<file path="src/rtl/sf_frac_expand.sv">
// Expands a decoded product term (sign, scale factor, 1.f mantissa) into the
// segmented two's-complement accumulator format through a 3-stage valid/ready pipeline.
module sf_frac_expand #(
    parameter int WIDTH    = 8,
    parameter int K        = 9,
    parameter int EXP      = 2,
    parameter int ACC      = (2**EXP)*(WIDTH-2),
    parameter int MTS      = WIDTH-3-EXP,
    parameter int REGI     = $clog2(WIDTH)+1,
    parameter int ACC_HEAD = $clog2(K)+2
) (
    input  logic                  clk_i,
    input  logic                  rstn,
    input  logic                  in_vld,
    output logic                  in_rdy,
    input  logic                  sign_i,
    input  logic                  zero_i,
    input  logic [REGI+EXP:0]     sf_i,
    input  logic [2*MTS+1:0]      mts_i,
    output logic                  out_vld,
    input  logic                  out_rdy,
    output logic [ACC_HEAD-1:0]   acc_000_c,
    output logic [ACC-1:0]        acc_001_c,
    output logic [ACC-1:0]        acc_010_c,
    output logic [ACC-1:0]        acc_011_c,
    output logic [ACC-1:0]        acc_100_c,
    output logic                  ovf_o,
    output logic                  udf_o
);

    localparam int SFW  = REGI+EXP+1;
    localparam int MW   = 2*MTS+2;
    localparam int BW   = 4*ACC;
    localparam int FW   = ACC_HEAD+BW;
    localparam int SH_W = $clog2(BW);
    localparam int PW   = ((SH_W > SFW) ? SH_W : SFW) + 2;

    localparam logic signed [PW-1:0] P_MAX = PW'(BW-1);
    localparam logic signed [PW-1:0] P_OFF = PW'(2*ACC);

    logic en;

    // Stage 1: classify and compute right-shift distance from the top body bit
    logic signed [PW-1:0] p_c;
    logic                 ovf_c;
    logic                 udf_c;
    logic                 kill_c;
    logic [SH_W-1:0]      rsh_c;

    // NOTE: every always_comb output gets a default first, so no path can infer a latch.
    always_comb begin
        p_c    = PW'($signed(sf_i)) + P_OFF;
        ovf_c  = 1'b0;
        udf_c  = 1'b0;
        rsh_c  = '0;
        if (!zero_i) begin
            ovf_c = (p_c > P_MAX);
            udf_c = p_c[PW-1];
        end
        kill_c = zero_i | ovf_c | udf_c;
        if (!kill_c) begin
            rsh_c = SH_W'(P_MAX - p_c);
        end
    end

    logic            s1_vld, s1_sign, s1_ovf, s1_udf;
    logic [SH_W-1:0] s1_rsh;
    logic [MW-1:0]   s1_mts;

    // NOTE: sequential state uses non-blocking assignments so every stage samples
    // its predecessor's pre-edge value.
    // NOTE: data registers are reset along with the valids so outputs read 0 after reset.
    always_ff @(posedge clk_i or negedge rstn) begin
        if (!rstn) begin
            s1_vld  <= 1'b0;
            s1_sign <= 1'b0;
            s1_ovf  <= 1'b0;
            s1_udf  <= 1'b0;
            s1_rsh  <= '0;
            s1_mts  <= '0;
        end else if (en) begin
            s1_vld  <= in_vld;
            s1_sign <= sign_i & ~zero_i & ~udf_c;
            s1_ovf  <= ovf_c;
            s1_udf  <= udf_c;
            s1_rsh  <= rsh_c;
            s1_mts  <= kill_c ? '0 : mts_i;
        end
    end

    // Stage 2: barrel shift; mantissa starts at the top and bits below LSB fall off
    logic [BW-1:0] top_c;
    logic [FW-1:0] mag_c;

    always_comb begin
        top_c = {s1_mts, {(BW-MW){1'b0}}};
        mag_c = {{ACC_HEAD{1'b0}}, top_c >> s1_rsh};
        if (s1_ovf) begin
            mag_c = {{ACC_HEAD{1'b0}}, {BW{1'b1}}};
        end
    end

    logic          s2_vld, s2_sign, s2_ovf, s2_udf;
    logic [FW-1:0] s2_mag;

    always_ff @(posedge clk_i or negedge rstn) begin
        if (!rstn) begin
            s2_vld  <= 1'b0;
            s2_sign <= 1'b0;
            s2_ovf  <= 1'b0;
            s2_udf  <= 1'b0;
            s2_mag  <= '0;
        end else if (en) begin
            s2_vld  <= s1_vld;
            s2_sign <= s1_sign;
            s2_ovf  <= s1_ovf;
            s2_udf  <= s1_udf;
            s2_mag  <= mag_c;
        end
    end

    // Stage 3: two's-complement negation across the full width, head included
    logic          s3_vld, s3_ovf, s3_udf;
    logic [FW-1:0] s3_f;

    always_ff @(posedge clk_i or negedge rstn) begin
        if (!rstn) begin
            s3_vld <= 1'b0;
            s3_ovf <= 1'b0;
            s3_udf <= 1'b0;
            s3_f   <= '0;
        end else if (en) begin
            s3_vld <= s2_vld;
            s3_ovf <= s2_ovf;
            s3_udf <= s2_udf;
            s3_f   <= s2_sign ? (~s2_mag + FW'(1)) : s2_mag;
        end
    end

    assign en        = ~s3_vld | out_rdy;
    assign in_rdy    = en;
    assign out_vld   = s3_vld;
    assign ovf_o     = s3_ovf;
    assign udf_o     = s3_udf;
    assign acc_000_c = s3_f[FW-1 -: ACC_HEAD];
    assign acc_001_c = s3_f[4*ACC-1 -: ACC];
    assign acc_010_c = s3_f[3*ACC-1 -: ACC];
    assign acc_011_c = s3_f[2*ACC-1 -: ACC];
    assign acc_100_c = s3_f[ACC-1:0];

endmodule

</file>
<file path="config.mk">
export PLATFORM = sky130hd
export DESIGN_NAME = sf_frac_expand
export DESIGN_NICKNAME = d
export VERILOG_FILES = /design/src/rtl/sf_frac_expand.sv
export SDC_FILE = /design/constraint.sdc
export NUM_CORES = 1
export LEC_CHECK = 0
export ABC_AREA = 1
export CORE_MARGIN = 3
export CORE_UTILIZATION = 53
export DETAILED_ROUTE_END_ITERATION = 8
export GPL_TIMING_DRIVEN = 0
export PLACE_DENSITY = 0.86
export SLEW_MARGIN = 10
export SYNTH_ARGS = -nofsm -noshare
export SYNTH_HDL_FRONTEND = slang
export SYNTH_SLANG_ARGS = --single-unit
</file>
<file path="constraint.sdc">
create_clock -name clk_i -period 1.5 [get_ports clk_i]
set_input_delay 0.3 -clock clk_i [delete_from_list [all_inputs] [get_ports clk_i]]
set_output_delay 0.3 -clock clk_i [all_outputs]
set_load 0.005 [all_outputs]
</file>
==> parameters.txt, run 1 <==
Parameter                              Value

Clock network
  Clock Path Buffers ... 3
  Depth of the CTS H-tree ... 1
  CTS buffer count ... 26
  Clock sink count ... roughly 220
  CTS Root Cell ... sky130_fd_sc_hd__clkbuf_16

Logic synthesis
  Post-synth EDFFs ... 0
  Cell types occupying the most area after synthesis ... sky130_fd_sc_hd__dfrtp_1, sky130_fd_sc_hd__nand2_1, sky130_fd_sc_hd__nand3_1
  Share of Yosys cell area claimed by the top area cell type ... 0.429
  Top FF cell, synth ... sky130_fd_sc_hd__dfrtp_1
  Number of storage elements in the synthesis netlist ... approximately 220
  Post-Syn Area ... 13,100 sq um
  Cell count after synthesis ... 1,835
  Main combinational cell family by area after synthesis ... simple AND/OR/NAND/NOR gates
  Syn_nets ... 1,859
  XOR/XNOR share of the synthesized area ... 0.0275
  Yosys cell types ... 43
  Mean cell area of the mapped netlist ... 7.11 sq um
  Post-synthesis simple-gate area fraction ... 0.378
  Sequential cell area fraction in the yosys report ... 0.429
  Fraction of the mapped netlist area in compound gates ... 0.0902
  Proportion of register bits with asynchronous set or reset after synthesis ... 1.00
  Adder-Cell Fraction of Synth Area ... 0.00288
  Yosys warning total ... 0
  Share of cell area taken by muxes after synthesis ... 0.000767
  Cell accounting for the most synthesized area ... sky130_fd_sc_hd__dfrtp_1

Place
  RD Place Congestion ... 1.02
  Hpwl dp ... around 42 mm
  Pre-CTS setup slack ... -1.32 ns
  Count of input and output buffers ... between 100 and 150

Floorplanning
  Count of standard-cell rows ... 56
  Die height ... around 160 um
  I/O pin total ... around 130
  Initial cell density of the core ... 0.548
  Die X-Extent ... around 160 um

Outcome
  Error that stopped the run ... [ERROR GRT-0232] Routing congestion too high. Check the congestion heatmap in the GUI.
  Last stage the flow got to ... 5_1_grt
  Outcome ... did not finish

GRT
  Overflow left after global routing ... 4
  GRT Resource Usage Total ... 0.649
  Largest net degree at the start of global routing ... approximately 110

STA
  End pin of the worst setup path after global-route repair ... s2_mag[89]$_DFFE_PN0P_/D
  Pin category terminating the worst setup path after the last repair ... register input
-- per-stage QoR --
step                      hold WS (ns)  instance area (sq um)  instances
after floorplan                0.00441                  13100       1835
after global placement           0.440                  14700       2280
after detailed placement         0.252                  14800       2282
after CTS                        0.283                  19000       2461
-- timing repair --
item,CTS
gates resized for setup,789
hold endpoints to repair,58
endpoints found under the setup margin,330
hold buffers,1
gates cloned,3
setup buffers,134
pin swaps,164
-- cells in the mapped netlist (2+ instances only) --
library cell and instances:
sky130_fd_sc_hd__buf_2 29, sky130_fd_sc_hd__o21ai_0 86, sky130_fd_sc_hd__inv_1 131, sky130_fd_sc_hd__nand2_1 575, sky130_fd_sc_hd__nor2_1 231, sky130_fd_sc_hd__and2_1 2, sky130_fd_sc_hd__nand3b_1 9, sky130_fd_sc_hd__ha_1 3
sky130_fd_sc_hd__nand3_1 229, sky130_fd_sc_hd__nor2_4 5, sky130_fd_sc_hd__o21ai_2 7, sky130_fd_sc_hd__inv_2 5, sky130_fd_sc_hd__buf_4 5, sky130_fd_sc_hd__o21bai_1 8, sky130_fd_sc_hd__o211ai_1 33, sky130_fd_sc_hd__o21ai_4 2
sky130_fd_sc_hd__nand4_1 55, sky130_fd_sc_hd__o21ai_1 10, sky130_fd_sc_hd__and3_1 2, sky130_fd_sc_hd__o22ai_1 11, sky130_fd_sc_hd__a21oi_1 12, sky130_fd_sc_hd__nor3_1 3, sky130_fd_sc_hd__nand2_4 2, sky130_fd_sc_hd__nor2_2 10
sky130_fd_sc_hd__dfrtp_1 224, sky130_fd_sc_hd__xor2_1 36, sky130_fd_sc_hd__clkbuf_1 45, sky130_fd_sc_hd__nand3_2 4, sky130_fd_sc_hd__buf_1 14, sky130_fd_sc_hd__o31ai_1 6, sky130_fd_sc_hd__buf_6 2, sky130_fd_sc_hd__nand2_2 9
sky130_fd_sc_hd__xnor2_1 5, sky130_fd_sc_hd__a31oi_1 12, sky130_fd_sc_hd__a22oi_1 5
-- kinds of logic after synthesis --
family | Yosys count
adder cells (fa/ha/maj) | 3
AO/OA/AOI/OAI | 193
buffers and inverters | 231
AND/OR/NAND/NOR | 1142
flip-flops | 224
multiplexers | 1
XOR/XNOR | 41
-- metal layers --
metal	overflow	global-route usage
met5	0	0.208
met4	3	0.581
met3	0	0.468
met2	1	0.814
met1	0	0.690
==> run 2, diff against run 1 <==
- CORE_UTILIZATION: 53 -> 40
- PLACE_DENSITY: 0.86 -> not set
- PLACE_DENSITY_LB_ADDON: not set -> 0.15
- clock period: 1.5 -> 1.95 ns (I/O delays scaled with it)
==> parameters.txt, run 2 <==
Parameter                              Value

Drt
  Final Routed Wirelength ... slightly below 60 mm
  DR top layer ... met4
  Wirelength per Cell ... roughly 23 um
  Iteration-0 DRC Markers ... approximately 1,400
  Wire length on met3 ... 4.93 mm
  Pre-antenna DRT Iters ... 6
  Vias per Instance ... between 5 and 6
  Detailed-route via count ... around 14,000
  Number of nets with antenna violations after routing ... 0
  Remaining routing DRC violations ... 0
  Met2 wire len ... ~25 mm
  Detailed-routing wirelength on met1 ... about 25 mm

Setup path
  Reg2Reg Launch Point ... s2_mag[1]
  Type of origin of the critical path ... flop
  Element type at the critical path end ... flop
  Worst-path maximum fanout ... 5
  Critical R2R Capture ... s3_f[100]
  Setup Crit Path Kind ... flop to flop
  Worst setup slack for register-to-register paths ... -0.06 ns
  Worst endpoint data arrival time ... around 2.4 ns
  Number of cells traversed by the worst register-to-register path ... 9
  Required time reported for the critical path endpoint ... between 2 and 2.5 ns
  Slowest cell on crit path ... sky130_fd_sc_hd__dfrtp_1
  List of cells traversed by the critical path ... inv_2, ha_4, nand2_4, nor2_8, nand3b_1, nor2_4, nand3_4, o21ai_4, nand2_1
  Stage delay of the slowest cell on the critical path ... between 0.4 and 0.5 ns

Logic synthesis
  Cell accounting for the most synthesized area ... sky130_fd_sc_hd__dfrtp_1
  Top FF cell, synth ... sky130_fd_sc_hd__dfrtp_1
  Proportion of register bits with asynchronous set or reset after synthesis ... 1.00 (unchanged)
  Syn_nets ... 1,859 (unchanged)
  Post-synth EDFFs ... 0 (unchanged)
  Cell types occupying the most area after synthesis ... sky130_fd_sc_hd__dfrtp_1, sky130_fd_sc_hd__nand2_1, sky130_fd_sc_hd__nand3_1
  Yosys cell types ... 43 (unchanged)
  Most numerous cell in the Yosys netlist ... sky130_fd_sc_hd__nand2_1
  Number of storage elements in the synthesis netlist ... 224 (unchanged)
  Post-Syn Area ... 13,100 sq um (unchanged)
  Cell count after synthesis ... 1,835 (unchanged)
  Post-synth top cells ... sky130_fd_sc_hd__nand2_1, sky130_fd_sc_hd__nor2_1, sky130_fd_sc_hd__nand3_1
  Sequential cell area fraction in the yosys report ... 0.429 (unchanged)
  Mean cell area of the mapped netlist ... 7.11 sq um (unchanged)
  Share of Yosys cell area claimed by the top area cell type ... 0.429 (unchanged)
  Yosys warning total ... 0 (unchanged)

STA
  Final setup viols ... 8
  Worst-Margin Slew ... between 0.9 and 1 ns
  Clock skew ... roughly 0.032 ns
  Fraction of the cycle the final worst path needs ... 1.03
  Time the final worst path needs with I/O delays and setup ... 2.01 ns
  Final setup TNS ... -0.237 ns
  Max Fclk ... around 0.5 GHz
  Final worst setup slack ... -0.0613 ns
  Final Hold Fails ... 0
  Unrepaired setup endpoints after global routing ... true
  Slew HR ... 0.376
  Fin. max-slew vios ... 0

GRT
  Overflow left after global routing ... 0
  GRT Resource Usage Total ... 0.324
  Global-route wire length before repair ... between 80 and 90 mm
  Largest net degree at the start of global routing ... 94
  Via count of the first global-routing pass ... 13,195
  Initial antenna violation count ... 0

Outcome
  Outcome ... finished with violations
  Failing checks ... setup timing

Cells and area
  Fill cell count ... ~3,200
  Area occupied by registers ... between 5000 and 6000 sq um
  Fin util ... 0.538
  Number of flip-flops under the largest register name ... 102
  Final net count ... 2,060
  Biggest regs ... s3_f (102), s2_mag (96), s1_mts (8)
  Largest register by flop count ... s3_f
  Final cell count without fillers ... between 2,000 and 2,500
  Share of final-layout standard cells stronger than drive strength 1 ... 0.189
  Antenna Cells ... 0
  Area of the multi-input gates ... between 7000 and 8000 sq um
  Relative area change from synthesis to final layout ... 31.3%
  Leading cell type in the layout, fill and taps excluded ... sky130_fd_sc_hd__nand2_1
  Most frequent cells in the layout ... sky130_fd_sc_hd__nand2_1, sky130_fd_sc_hd__nand3_1, sky130_fd_sc_hd__dfrtp_1, sky130_fd_sc_hd__nor2_1, sky130_fd_sc_hd__clkdlybuf4s50_1

Clock network
  Clock Path Buffers ... 3 (unchanged)
  CTS Root Cell ... sky130_fd_sc_hd__clkbuf_16
  Clock tree from TritonCTS ... yes
  Worst-skew pair later-pin latency ... approximately 0.56 ns
  Depth of the CTS H-tree ... 1 (unchanged)
  CTS buffer count ... 26 (unchanged)
  Clock slew seen by the registers of the worst setup and hold paths ... ~0.07 ns
  Clock sink count ... 224 (unchanged)

Pwr
  Worst supply voltage drop on vdd ... 0.000876 V
  Leakage power total ... a little under 8 nW
  Total power per unit cell area ... 1490 nW/um^2

Floorplanning
  Floorplan Core Area ... 31,900 sq um
  Total die area ... around 35,000 sq um
  Initial cell density of the core ... 0.409 (-0.139)
  Die X-Extent ... 187 um (+15%)
  I/O pin total ... 127 (unchanged)
  Count of standard-cell rows ... 65 (+16%)
  Die height ... 187 um (+15%)

Place
  Count of input and output buffers ... 126 (unchanged)
  Hpwl dp ... 44.1 mm (+5.4%)
  # placed instances ... 2,398 (+5.1%)
  Pre-CTS setup slack ... -1.16 ns (+0.161 ns)
  RD Place Congestion ... 1.00 (-1.7%)

Run
  Number of maximum-capacitance violations ... 0

Hold path
  Worst min-delay path category ... input port to async pin
[run 2: cell counts after synthesis]
Identical to the previous run, type by type.
[run 2: layout make-up]
type	count	share of cell area
inverters	136	0.0299
clock buffers	39	0.0432
plain buffers	95	0.0299
flip-flops and latches	224	0.329
well taps	435	0.0318
multi-input cells	1380	0.428
repair buffers	173	0.101
clock inverters	7	0.00803
[run 2: worst max path at each step]
| stage | start | to | slack [ns] |
|---|---|---|---|
| after floorplan | s2_mag[0] | s3_f[90] | 0.35 |
| after global placement | rstn | s3_f[85] | -9.40 |
| after detailed placement | out_rdy | in_rdy | -1.16 |
| after CTS | out_vld | in_rdy | -0.17 |
| after global routing | s2_mag[3] | s3_f[98] | -0.12 |
| final | s2_mag[1] | s3_f[100] | -0.06 |
[run 2: power by group]
part           switching [mW]  total, mW  internal (mW)
combinational            7.87       12.7           4.84
clock                    2.03       5.16           3.13
sequential               1.45       7.63           6.19
total                    11.3       25.5           14.2
[run 2: kinds of logic (layout without fill, tap and decap cells)]
family                     count (synthesis)  after routing  synth area share
adders and majority gates                  3              3           0.00288
buffers and inverters                    231            450            0.0718
and+or+nand+nor                         1142           1142             0.378
AOI/OAI and AO/OA                        193            193            0.0902
DFF                                      224            224             0.429
muxes                                      1              1          0.000767
xor gates and xnor gates                  41             41            0.0275
[run 2: layer usage]
metal / vias to the layer above / track usage
met2: 661 / 0.492
li1: 6409 / -
met1: 6640 / 0.457
met4: 0 / 0.130
met3: 131 / 0.0614
met5: - / 0
[run 2: through the flow]
step	power, mW	hold WS [ns]	area [sq um]
CTS	24.3	0.367	16200
floorplan	13.2	0.0944	13100
global route	27.0	0.394	17100
finish	25.5	0.336	17100
global placement	18.5	0.441	14900
detailed placement	18.6	0.346	14900
[run 2: worst max-delay path, delay by kind of cell (launching register included)]
kind | cells | cell delay [ns]
adders and majority gates | 1 | 0.14
buffers and inverters | 1 | 0.09
DFF | 1 | 0.43
and+or+nand+nor | 6 | 0.96
AOI/OAI and AO/OA | 1 | 0.24
[run 2: what timing repair did]
action | in CTS | in global routing
gates cloned | 0 | 1
resized for setup | 109 | 215
pin swaps | 14 | 51
endpoints found under the setup margin | 160 | 168
setup buffers | 13 | 30
hold buffers | 1 | 0
hold endpoints to repair | 52 | 0
Note: power is estimated with default switching activity, not from simulation.
==> run 3, diff against run 2 <==
- CORE_MARGIN: 3 -> not set
==> parameters.txt, run 3 (synthesis gave the netlist of run 2 again) <==
Parameter                              Value

Floorplanning
  Count of standard-cell rows ... 65 (unchanged)
  Die height ... 183 um (-2.1%)
  Total die area ... 33,400 sq um (-4.2%)
  Floorplan Core Area ... 31,800 sq um (-0.26%)
  I/O pin total ... 127 (unchanged)
  Initial cell density of the core ... 0.411 (+0.00105)
  Die X-Extent ... 183 um (-2.1%)

STA
  Final Hold Fails ... 0 (unchanged)
  Max Fclk ... 0.507 GHz (+1.9%)
  Slew HR ... 0.321 (-0.0554)
  Clock skew ... 0.0298 ns (-0.00204 ns)
  Fraction of the cycle the final worst path needs ... 1.01 (-0.0195)
  Final worst setup slack ... -0.0232 ns (+0.0381 ns)
  Worst-Margin Slew ... 1.02 ns (+0.0831 ns)
  Unrepaired setup endpoints after global routing ... true
  Final setup viols ... 6 (-2)
  Final setup TNS ... -0.0509 ns (+0.186 ns)
  Time the final worst path needs with I/O delays and setup ... 1.97 ns (-0.0381 ns)
  Fin. max-slew vios ... 0 (unchanged)
  Final hold slack ... 0.328 ns (-0.00802 ns)

Setup path
  Critical R2R Capture ... s3_f[101]
  Worst setup slack for register-to-register paths ... -0.02 ns (+0.04 ns)
  Worst-path maximum fanout ... 4 (-1)
  List of cells traversed by the critical path ... nor2_2, nand2_1, nor2_4, nand2_1, nor2_2, nand3b_1, o21ai_4, nand2_1
  Stage delay of the slowest cell on the critical path ... 0.47 ns (+0.04 ns)
  Element type at the critical path end ... flop
  Setup Crit Path Kind ... flop to flop
  Number of cells traversed by the worst register-to-register path ... 8 (-1)
  Required time reported for the critical path endpoint ... 2.37 ns (about the same)
  Type of origin of the critical path ... flop
  Most frequent cell on the critical path ... sky130_fd_sc_hd__nand2_1
  Reg2Reg Launch Point ... s2_mag[24]
  Slowest cell on crit path ... sky130_fd_sc_hd__dfrtp_2
  Worst endpoint data arrival time ... 2.40 ns (-0.02 ns)

Pwr
  Switching power summed over all nets ... 11.7 mW (+2.8%)
  Combinational Power Share ... 0.492 (-0.006)
  Leakage power total ... 7.92 nW (+0.66%)
  Sequential power share ... 0.291 (-0.008)
  Total power per unit cell area ... 1510 nW/um^2 (+1.8%)
  Overall Power ... 26.1 mW (+2.4%)
  Switching Share ... 0.446 (+0.00142)
  Portion of total power attributed to the clock network ... 0.216 (+0.014)
  Worst supply voltage drop on vdd ... 0.000875 V (-0.16%)
  Internal Pwr Total ... 14.5 mW (+2.2%)

Clock network
  CTS Root Cell ... sky130_fd_sc_hd__clkbuf_16
  Worst-skew pair later-pin latency ... 0.58 ns (+0.02 ns)
  Clock tree from TritonCTS ... yes
  Clock slew seen by the registers of the worst setup and hold paths ... 0.06 ns (about the same)
  CTS buffer count ... 28 (+7.7%)
  Clock sink count ... 224 (unchanged)
  Clock Path Buffers ... 3 (unchanged)
  Depth of the CTS H-tree ... 1 (unchanged)

GRT
  Overflow left after global routing ... 0 (unchanged)
  Largest net degree at the start of global routing ... 93 (-1.1%)
  Global-route wire length before repair ... 86.2 mm (+0.66%)
  Via count of the first global-routing pass ... 13,241 (+0.35%)
  Initial antenna violation count ... 0 (unchanged)
  GRT Resource Usage Total ... 0.353 (+0.0289)

Cells and area
  Most frequent cells in the layout ... sky130_fd_sc_hd__nand2_1, sky130_fd_sc_hd__nand3_1, sky130_fd_sc_hd__dfrtp_1, sky130_fd_sc_hd__nor2_1, sky130_fd_sc_hd__clkdlybuf4s50_1
  Number of flip-flops under the largest register name ... 102 (unchanged)
  Fin util ... 0.542 (+0.00480)
  Largest register by flop count ... s3_f
  Final instance area ... 17,300 sq um (+0.64%)
  Leading cell type in the layout, fill and taps excluded ... sky130_fd_sc_hd__nand2_1
  Biggest regs ... s3_f (102), s2_mag (96), s1_mts (8)
  Antenna Cells ... 0 (unchanged)
  Final net count ... 2,055 (-0.24%)
  Share of final-layout standard cells stronger than drive strength 1 ... 0.195 (+0.00545)
  Relative area change from synthesis to final layout ... 32.1%

Place
  Count of input and output buffers ... 126 (unchanged)
  RD Place Congestion ... 0.995 (-0.68%)
  Hpwl dp ... 44.0 mm (-0.24%)
  Cell Area, Placed ... 14,900 sq um (unchanged)

Outcome
  Outcome ... finished with violations
  Failing checks ... setup timing

Drt
  Wirelength per Cell ... 23.6 um (+1.3%)
  Detailed-route via count ... 14,098 (+1.9%)
  Iteration-0 DRC Markers ... 1,528 (+13%)
  Number of nets with antenna violations after routing ... 0 (unchanged)
  Pre-antenna DRT Iters ... 6 (unchanged)
  Remaining routing DRC violations ... 0 (unchanged)
  Final Routed Wirelength ... 58.7 mm (+1.2%)
  Vias per Instance ... 5.67 (+1.9%)

Hold path
  Worst min-delay path category ... input port to async pin

Run
  Number of maximum-capacitance violations ... 0 (unchanged)
run 3: cell count changes in the layout (fill, tap and decap cells not counted), moves of 3 or more:
cell / change
sky130_fd_sc_hd__buf_4: -6
sky130_fd_sc_hd__o21ai_0: -4
sky130_fd_sc_hd__nor2_1: +3
sky130_fd_sc_hd__nor2_2: -3
sky130_fd_sc_hd__clkbuf_2: +3
sky130_fd_sc_hd__clkinv_2: +6
sky130_fd_sc_hd__buf_12: +3
sky130_fd_sc_hd__o21ai_4: +3
sky130_fd_sc_hd__clkbuf_1: -9
run 3: metrics by stage:
| step | cells | setup WS [ns] |
|---|---|---|
| floorplan | 1835 | 0.350 |
| global placement | 2396 | -9.36 |
| detailed placement | 2398 | -1.15 |
| CTS | 2471 | -0.177 |
| global route | 2488 | -0.0981 |
| finish | 2488 | -0.0232 |
run 3: area by class of cell:
cell class / instances / area (sq um)
clock buffer: 34 / 753
multi-input combinational: 1380 / 7350
buffer: 94 / 510
timing repair buffer: 167 / 1700
tap: 435 / 544
inverter: 136 / 513
fill: 3156 / 14500
clock inverter: 18 / 238
sequential: 224 / 5640
run 3: routing by layer:
layer	vias to the layer above	part of all wire	GRT usage	routed length, um
met2	705	0.45	0.545	26100
met3	122	0.079	0.0477	4630
met5	-	0	0	0
met1	6888	0.44	0.504	25800
li1	6383	-	-	-
met4	0	0.036	0.125	2120
run 3: worst max-delay path: cells and delay by family (launching register included):
family             cells  cell delay (ns)
and+or+nand+nor        7             1.05
DFF                    1             0.47
AOI/OAI and AO/OA      1             0.29
run 3: worst max-delay path by stage:
stage	startpoint	end	slack, ns	cells past startpoint
floorplan	s2_mag[0]	s3_f[90]	0.35	11
CTS	out_vld	in_rdy	-0.18	6
global route	s2_mag[9]	s3_f[84]	-0.1	10
global placement	rstn	s3_f[84]	-9.36	1
finish	s2_mag[24]	s3_f[101]	-0.02	8
detailed placement	out_rdy	in_rdy	-1.15	6
run 3: timing repair:
action,in CTS,in global routing
endpoints found under the hold margin,51,0
setup endpoints to repair,158,166
setup buffers,20,18
pin swaps,20,43
resized for setup,105,234
cloned,0,0
hold buffers,1,0
run 3: power groups by stage:
stage	clock, mW	sequential (mW)	combinational [mW]
finish	5.65	7.61	12.9
global route	5.89	7.74	13.9
CTS	5.70	7.51	11.7
detailed placement	0	7.56	11.0
global placement	0	7.55	11.0
floorplan	0	7.21	6.00
==> run 4, diff against run 3 <==
- CELL_PAD_IN_SITES_DETAIL_PLACEMENT: not set -> 0
- CELL_PAD_IN_SITES_GLOBAL_PLACEMENT: not set -> 1
==> parameters.txt, run 4 (synthesis gave the netlist of run 2 again) <==
Parameter                              Value

STA
  Final Hold Fails ... 0 (unchanged)
  Final setup viols ... 5 (-1)
  Final hold slack ... 0.357 ns (+0.0297 ns)
  Final setup TNS ... -0.0590 ns (-0.00808 ns)
  Worst-Margin Slew ... 0.863 ns (-0.156 ns)
  Slew HR ... 0.425 (+0.104)
  Time the final worst path needs with I/O delays and setup ... 1.97 ns (-0.00279 ns)
  Fraction of the cycle the final worst path needs ... 1.01 (-0.00143)
  Unrepaired setup endpoints after global routing ... true
  Fin. max-slew vios ... 0 (unchanged)
  Max Fclk ... 0.508 GHz (+0.14%)
  Final worst setup slack ... -0.0204 ns (+0.00279 ns)
  Clock skew ... 0.0265 ns (-0.00324 ns)

Setup path
  Worst endpoint data arrival time ... 2.41 ns (about the same)
  Element type at the critical path end ... flop
  Stage delay of the slowest cell on the critical path ... 0.37 ns (-0.10 ns)
  Critical R2R Capture ... s3_f[96]
  Reg2Reg Launch Point ... s2_mag[0]
  Worst-path maximum fanout ... 6 (+2)
  Setup Crit Path Kind ... flop to flop
  Worst setup slack for register-to-register paths ... -0.02 ns (about the same)
  Type of origin of the critical path ... flop
  Required time reported for the critical path endpoint ... 2.39 ns (+0.02 ns)
  Slowest cell on crit path ... sky130_fd_sc_hd__dfrtp_1
  List of cells traversed by the critical path ... inv_2, ha_4, nand2_4, nor2_8, nand3b_1, nor2_4, nand3_4, o21ai_4, nand2_1
  Number of cells traversed by the worst register-to-register path ... 9 (+1)

Clock network
  Clock tree from TritonCTS ... yes
  CTS buffer count ... 28 (unchanged)
  CTS Root Cell ... sky130_fd_sc_hd__clkbuf_16
  Worst-skew pair later-pin latency ... 0.58 ns (about the same)
  Clock slew seen by the registers of the worst setup and hold paths ... 0.06 ns (about the same)
  Clock sink count ... 224 (unchanged)
  Clock Path Buffers ... 3 (unchanged)
  Depth of the CTS H-tree ... 1 (unchanged)

Cells and area
  Leading cell type in the layout, fill and taps excluded ... sky130_fd_sc_hd__nand2_1
  Final instance area ... 17,100 sq um (-0.81%)
  Biggest regs ... s3_f (102), s2_mag (96), s1_mts (8)
  Final net count ... 2,051 (-0.19%)
  Area of the multi-input gates ... 7230 sq um (-1.7%)
  Largest register by flop count ... s3_f
  Area occupied by registers ... 5650 sq um (+0.20%)
  Antenna Cells ... 0 (unchanged)
  Fill cell count ... 3,178 (+0.70%)
  Number of flip-flops under the largest register name ... 102 (unchanged)
  Final cell count without fillers ... 2,484 (-0.16%)
  Share of final-layout standard cells stronger than drive strength 1 ... 0.191 (-0.00401)
  Most frequent cells in the layout ... sky130_fd_sc_hd__nand2_1, sky130_fd_sc_hd__nand3_1, sky130_fd_sc_hd__dfrtp_1, sky130_fd_sc_hd__nor2_1
  Relative area change from synthesis to final layout ... 31.1%

GRT
  Largest net degree at the start of global routing ... 90 (-3.2%)
  Fraction of met3 tracks used by global routing ... 0.0575 (+0.00978)
  Global routing met1 resource utilization ... 0.484 (-0.0194)
  GRT Max-Usage Layer ... met2
  Via count of the first global-routing pass ... 13,152 (-0.67%)
  Global-route wire length before repair ... 84.6 mm (-1.9%)
  GRT Resource Usage Total ... 0.346 (-0.00705)
  Global routing met2 resource utilization ... 0.539 (-0.00580)
  Overflow left after global routing ... 0 (unchanged)
  Initial antenna violation count ... 0 (unchanged)

Floorplanning
  Total die area ... 33,400 sq um (unchanged)
  Initial cell density of the core ... 0.411 (unchanged)
  Die X-Extent ... 183 um (unchanged)
  I/O pin total ... 127 (unchanged)
  Die height ... 183 um (unchanged)
  Count of standard-cell rows ... 65 (unchanged)
  Floorplan Core Area ... 31,800 sq um (unchanged)

Place
  Count of input and output buffers ... 126 (unchanged)
  RD Place Congestion ... 0.998 (+0.30%)
  Hpwl dp ... 43.4 mm (-1.5%)
  Cell Area, Placed ... 14,900 sq um (unchanged)
  # placed instances ... 2,398 (unchanged)

Pwr
  Sequential power share ... 0.297 (+0.006)
  Leakage power total ... 7.85 nW (-0.83%)
  Portion of total power attributed to the clock network ... 0.223 (+0.007)
  Combinational Power Share ... 0.480 (-0.012)
  Internal Pwr Total ... 14.4 mW (-0.54%)
  Worst supply voltage drop on vdd ... 0.000781 V (-11%)
  Overall Power ... 25.8 mW (-1.4%)
  Switching power summed over all nets ... 11.4 mW (-2.5%)
  Total power per unit cell area ... 1510 nW/um^2 (-0.61%)
  Switching Share ... 0.441 (-0.00493)

Drt
  Pre-antenna DRT Iters ... 8 (+2)
  Remaining routing DRC violations ... 0 (unchanged)
  Detailed-route via count ... 13,729 (-2.6%)
  Iteration-0 DRC Markers ... 1,287 (-16%)
  Number of nets with antenna violations after routing ... 0 (unchanged)
  Wirelength per Cell ... 23.0 um (-2.4%)
  Final Routed Wirelength ... 57.1 mm (-2.6%)
  Vias per Instance ... 5.53 (-2.5%)

Hold path
  Worst min-delay path category ... input port to async pin

Outcome
  Outcome ... finished with violations
  Failing checks ... setup timing

Run
  Number of maximum-capacitance violations ... 0 (unchanged)
run 4: critical path, delay by kind of cell (launching register included):
kind | cells | cell delay, ns
compound gates | 1 | 0.24
fa+ha+maj | 1 | 0.16
buf+inv | 1 | 0.12
flops | 1 | 0.37
simple gates | 6 | 0.95
run 4: power by group through the flow:
| stage | combinational (mW) | sequential, mW | clock (mW) |
|---|---|---|---|
| 6_report | 12.4 | 7.65 | 5.74 |
| 5_1_grt | 13.4 | 7.80 | 5.97 |
| 4_1_cts | 11.5 | 7.54 | 5.79 |
| 3_5_place_dp | 10.9 | 7.57 | 0 |
| 3_3_place_gp | 10.9 | 7.55 | 0 |
| 2_1_floorplan | 6.00 | 7.21 | 0 |
run 4: area by class of cell:
type / count / share of cell area
Clock inverter: 19 / 0.0148
Buffer: 95 / 0.0303
Sequential cell: 224 / 0.330
Inverter: 136 / 0.0300
Multi-Input combinational cell: 1380 / 0.423
Clock buffer: 33 / 0.0450
Tap cell: 435 / 0.0318
Timing Repair Buffer: 162 / 0.0951
run 4: layer usage:
metal  up-vias  share of wire
li1       6365              -
met1      6652           0.44
met2       606           0.44
met3       106          0.081
met4         0          0.032
met5         -              0
run 4: stage by stage:
step           worst slack [ns]   util
6_report                -0.0204  0.538
2_1_floorplan             0.350      -
3_5_place_dp              -1.15  0.469
4_1_cts                  -0.158  0.517
5_1_grt                  -0.130  0.538
3_3_place_gp              -9.14  0.467
run 4: worst max-delay path by stage:
stage                   start  endpoint  cells past startpoint
finish              s2_mag[0]  s3_f[96]                      9
global route        s2_mag[2]  s3_f[73]                     11
CTS                   out_vld    in_rdy                      6
detailed placement    out_rdy    in_rdy                      6
global placement         rstn  s3_f[74]                      1
floorplan           s2_mag[0]  s3_f[90]                     11
run 4: repair_timing:
action / in CTS / in global routing
endpoints found under the setup margin: 138 / 153
hold endpoints to repair: 63 / 0
hold buffers: 1 / 0
setup buffers: 14 / 19
pin swaps: 15 / 27
resized for setup: 110 / 199
